### config.mk
export PLATFORM = sky130hd
export DESIGN_NAME = l1_frame_acc16
export DESIGN_NICKNAME = d
export VERILOG_FILES = /design/src/rtl/l1_frame_acc16.sv
export SDC_FILE = /design/constraint.sdc
export NUM_CORES = 1
export LEC_CHECK = 0
export ABC_AREA = 1
export CORE_UTILIZATION = 55
export CTS_CLUSTER_DIAMETER = 30
export DETAILED_ROUTE_END_ITERATION = 8
export PLACE_DENSITY_LB_ADDON = 0.1
export SLEW_MARGIN = 40
export SYNTH_ARGS = -nofsm -noshare
export SYNTH_HDL_FRONTEND = slang
export SYNTH_SLANG_ARGS = --single-unit
### constraint.sdc
create_clock -name clk -period 6.4 [get_ports clk]
set_input_delay 1.28 -clock clk [delete_from_list [all_inputs] [get_ports clk]]
set_output_delay 1.28 -clock clk [all_outputs]
set_load 0.005 [all_outputs]
### src/rtl/l1_frame_acc16.sv
// Streaming L1 magnitude accumulator with per-frame peak/index; result registered on the
// edge the last sample is taken (1-edge latency); one-deep output buffer, only a frame's final sample stalls.
module l1_frame_acc16 #(
    parameter int FRAME_LEN = 16,
    parameter int ACC_W     = 26,
    parameter int IDX_W     = 10
) (
    input  logic             clk,
    input  logic             rst,
    input  logic             in_valid,
    output logic             in_ready,
    input  logic [15:0]      in_data,
    output logic             out_valid,
    input  logic             out_ready,
    output logic [ACC_W-1:0] out_sum,
    output logic [15:0]      out_peak,
    output logic [IDX_W-1:0] out_peak_idx
);

    typedef enum logic {
        ACCUM = 1'b0,
        FULL  = 1'b1
    } state_t;

    localparam logic [IDX_W-1:0] LAST_IDX = IDX_W'(FRAME_LEN - 1);

    state_t           state_q, state_d;
    logic [IDX_W-1:0] cnt_q, cnt_d;
    logic [ACC_W-1:0] acc_q, acc_d;
    logic [15:0]      pk_q, pk_d;
    logic [IDX_W-1:0] pki_q, pki_d;
    logic [ACC_W-1:0] sum_q, sum_d;
    logic [15:0]      opk_q, opk_d;
    logic [IDX_W-1:0] opki_q, opki_d;

    logic [15:0] mag;
    logic        first_smp;
    logic        last_smp;
    logic        accept;
    logic        complete;

    // 0x8000 negates to itself, which read unsigned is exactly 32768
    assign mag       = in_data[15] ? (~in_data + 16'd1) : in_data;
    assign first_smp = (cnt_q == '0);
    assign last_smp  = (cnt_q == LAST_IDX);

    assign out_valid = (state_q == FULL);
    assign in_ready  = !rst && (!last_smp || !out_valid || out_ready);
    assign accept    = in_valid && in_ready;
    assign complete  = accept && last_smp;

    always_comb begin
        cnt_d = cnt_q;
        acc_d = acc_q;
        pk_d  = pk_q;
        pki_d = pki_q;
        if (accept) begin
            cnt_d = last_smp ? '0 : cnt_q + IDX_W'(1);
            if (first_smp) begin
                acc_d = ACC_W'(mag);
                pk_d  = mag;
                pki_d = '0;
            end else begin
                acc_d = acc_q + ACC_W'(mag);
                // strict compare keeps the earliest index on ties
                if (mag > pk_q) begin
                    pk_d  = mag;
                    pki_d = cnt_q;
                end
            end
        end
    end

    always_comb begin
        sum_d  = sum_q;
        opk_d  = opk_q;
        opki_d = opki_q;
        if (complete) begin
            sum_d  = acc_d;
            opk_d  = pk_d;
            opki_d = pki_d;
        end
    end

    always_comb begin
        state_d = state_q;
        case (state_q)
            ACCUM: if (complete) state_d = FULL;
            FULL:  if (out_ready && !complete) state_d = ACCUM;
            default: state_d = ACCUM;
        endcase
    end

    always_ff @(posedge clk) begin
        if (rst) begin
            state_q <= ACCUM;
        end else begin
            state_q <= state_d;
        end
    end

    always_ff @(posedge clk) begin
        if (rst) begin
            cnt_q  <= '0;
            acc_q  <= '0;
            pk_q   <= '0;
            pki_q  <= '0;
            sum_q  <= '0;
            opk_q  <= '0;
            opki_q <= '0;
        end else begin
            cnt_q  <= cnt_d;
            acc_q  <= acc_d;
            pk_q   <= pk_d;
            pki_q  <= pki_d;
            sum_q  <= sum_d;
            opk_q  <= opk_d;
            opki_q <= opki_d;
        end
    end

    assign out_sum      = sum_q;
    assign out_peak     = opk_q;
    assign out_peak_idx = opki_q;

endmodule

==> metrics <==
# port buffers between 70 and 80; Hold Vio Cnt, Final 0; total standard cell area after synthesis 6810 sq um; # H-tree levels 4; portion of total power attributed to the clock network 44.5%; post-detail-place hpwl approximately 12,000 um; Layout Area Growth over Synthesis 19.3%; final-report setup violation count 0; Max-cap violations 0; via count of the first global-routing pass 5,683; number of cells on the worst reg-to-reg path 11; EDFF count, synth 0; number of antenna repair diodes 0; full die area 12,800 sq um; worst-case setup slack after placement roughly 1200 ps; per-cell via count in the routed design around 5.2; FFs w/ async S/R, synth 0%; via count around 6,200; combinational fraction of design power a little under a fifth; final critical delay including setup and external delays between 4000 and 5000 ps; Flop pwr share roughly 37%; maximum clock path buffer count 2; RSZ-0062 raised after global routing false; peak supply drop ~220 uV; Net Sw Power about 590 uW; global-route wire length before repair between 20,000 and 30,000 um; worst min-delay path class reg2reg; status finished, final reports clean; worst path bufs/invs 2; hold-critical path depth 2; Filler Cells Inserted approximately 1,000; cell at the slowest stage of the critical path clkdlybuf4s50_1; CP peak stage delay approximately 470 ps; total internal power 1460 uW; synthesized netlist cell count roughly 950; core area about 12,000 sq um; Crit path max-delay family simple AND/OR/NAND/NOR gates; routability congestion estimate from global placement between 0.9 and 1; fraction of power spent switching nets about 29%; Die Y around 110 um; logic depth of the worst setup path including buffers 20; worst path arrival time 5070 ps; slew of the pin with the lowest slew margin around 630 ps; overall fraction of global-route tracks in use 27.1%; Worst path most repeated cell nand2_1; layout cell share with drive strength beyond 1 ~11%; most used flip-flop cell after synthesis dfxtp_1; post-detailed-route wirelength per cell 13.6 um; Cell variety after synth 47; relative slew slack around 58%; wire length reported by the detailed router 16,300 um; clock buffer count from CTS 17; Setup Buffers After CTS 0; grt total ovfl 0; root buffer selected by CTS clkbuf_16; Initial Utilization a little under three fifths; post-CTS sizing 0; worst-skew pair later-pin latency between 400 and 500 ps; CTS sink count roughly 120; worst endpoint required time roughly 6700 ps; Mapped Nets between 1,000 and 1,500; count of standard-cell rows 40; final critical-path share of the clock period between 70% and 80%; pin count of the biggest net entering global routing 41; crit path cell chain clkdlybuf4s50_1 > inv_1 > ha_1 > nand2_1 > nor2_1 > nand4_1 > nand2_1 > nand2_1 > nand2_1 > nand2_1 > ha_1 > nand2_1 > nor3_1 > nand2_1 > nand2_1 > nand3_4 > nand2_4 > nand2_1 > nand3_2 > a21oi_2; total power density per cell area 253 nW/um^2; CTS tree built; Crit. End Element flip-flop; drt drc 0; Reg clk slew, reported paths 50 ps; antenna violations before repair 0; Tot Pwr between 2000 and 2500 uW; I/O pin count 74; Fin Setup TNS 0 ps; 1st-iter DRT viols roughly 430; Hold Buf Count CTS 0; warnings from Yosys 0; 1st-pass router iterations 5; final worst setup slack approximately 1600 ps; type of origin of the critical path input port; Leakage Power approximately 0.0038 uW; Critical Setup Path Class in2reg; Post-DRT Antenna Nets 0; Seq/Total Area, Yosys between 30% and 40%; total of flip-flops plus latches after synthesis 115; Max Freq around 210 MHz; Die Span X about 110 um; number of max-slew violations in the final report 0; Syn Area/Cell between 7 and 8 sq um; Final Skew about 9.4 ps; Post-layout nets approximately 1,100; Worst Path Max Fanout 27; Finished Core Util about two thirds
## kinds of logic (layout without fill, tap and decap cells)
group	Yosys count	in the layout	share of synthesized area (%)
AND/OR/NAND/NOR	483	483	34.4
AO/OA/AOI/OAI	123	123	10.7
XOR/XNOR	18	18	2.32
flip-flops	115	115	33.8
buffers and inverters	172	249	11.3
adder cells (fa/ha/maj)	40	40	7.46
## cells in the mapped netlist (3+ instances only)
library cell | instances | area share (%)
nand2_1 | 232 | 13
inv_1 | 133 | 7.3
dfxtp_1 | 115 | 34
nor2_1 | 90 | 5.0
a21oi_1 | 70 | 5.1
nand3_1 | 67 | 4.9
ha_1 | 39 | 7.2
nand3_2 | 35 | 5.1
nand4_1 | 19 | 1.7
o21ai_0 | 19 | 1.4
a21oi_2 | 16 | 2.1
xor2_1 | 16 | 2.1
nor3_1 | 14 | 1.0
buf_2 | 10 | 0.74
buf_4 | 9 | 0.99
a31oi_1 | 7 | 0.64
buf_6 | 6 | 0.99
clkbuf_1 | 6 | 0.33
inv_2 | 4 | 0.22
nor2_2 | 3 | 0.28
nor2_4 | 3 | 0.50
nor4_1 | 3 | 0.28
## final cells by class
class | count | area (sq um) | area share (%)
clock inverters | 8 | 75.1 | 0.924
inverters | 139 | 529 | 6.52
repair buffers | 78 | 768 | 9.46
flip-flops and latches | 115 | 2300 | 28.3
clock buffers | 24 | 502 | 6.18
well taps | 168 | 210 | 2.59
multi-input cells | 664 | 3730 | 46.0
## final timing paths
| kind | end | from | slack [ps] |
|---|---|---|---|
| worst max register to register | out_sum[4] | cnt_q[0] | 3300 |
| worst min-delay path | out_peak_idx[4] | out_peak_idx[4] | 460 |
| worst max-delay path | out_peak[5] | in_data[0] | 1620 |
| worst min register to register | out_peak_idx[4] | out_peak_idx[4] | 460 |
## flip-flops by register name (all words and copies together), names as in the netlist
name and flops:
acc_q 26, out_peak_idx 10, out_sum 26, out_peak 16
pk_q 16, pki_q 10, cnt_q 10, out_valid 1
## layer usage
layer	global-route usage (%)	routed length [um]	vias up
met4	9.21	254	0
met3	6.11	863	28
li1	-	-	3194
met2	44.6	7560	159
met1	35.0	7600	2821
met5	0	0	-
## worst register-to-register path: stages, from the launching register on
cell and delay, ps:
dfxtp_1 390, ha_1 250, nand3_1 130, nor2_1 70
nand2_2 110, nand3_4 370, inv_4 360, nand2_4 110
nor2_8 480, nor2_8 80, inv_4 480, a21oi_1 160
## power by group through the flow
stage / registers [uW] / logic [uW] / clock network, uW
final: 754 / 385 / 912
after global routing: 756 / 435 / 953
after CTS: 754 / 383 / 922
after detailed placement: 768 / 380 / 0
after global placement: 768 / 374 / 0
after floorplan: 765 / 302 / 0
## through the flow
step                area [sq um]  std cells  hold WS [ps]
CTS                         8120       1196           463
global route                8120       1196           481
detailed placement          7540       1164           455
floorplan                   6810        951           451
global placement            7540       1164           454
finish                      8120       1196           461
## layout by cell type (no fill, tap or decap), types with 4 or more instances in the layout
| cell | netlist | routed |
|---|---|---|
| ha_1 | 39 | 39 |
| nand4_1 | 19 | 19 |
| nor3_1 | 14 | 14 |
| clkdlybuf4s50_1 | 0 | 73 |
| a21oi_2 | 16 | 16 |
| a31oi_1 | 7 | 7 |
| inv_1 | 133 | 133 |
| clkinv_2 | 0 | 4 |
| o21ai_0 | 19 | 19 |
| clkbuf_8 | 0 | 5 |
| nand2_1 | 232 | 232 |
| buf_4 | 9 | 5 |
| a21oi_1 | 70 | 70 |
| dfxtp_1 | 115 | 115 |
| nand3_2 | 35 | 35 |
| xor2_1 | 16 | 16 |
| clkbuf_16 | 0 | 17 |
| nor2_1 | 90 | 90 |
| nand3_1 | 67 | 67 |
Note: power is estimated with default switching activity, not from simulation.
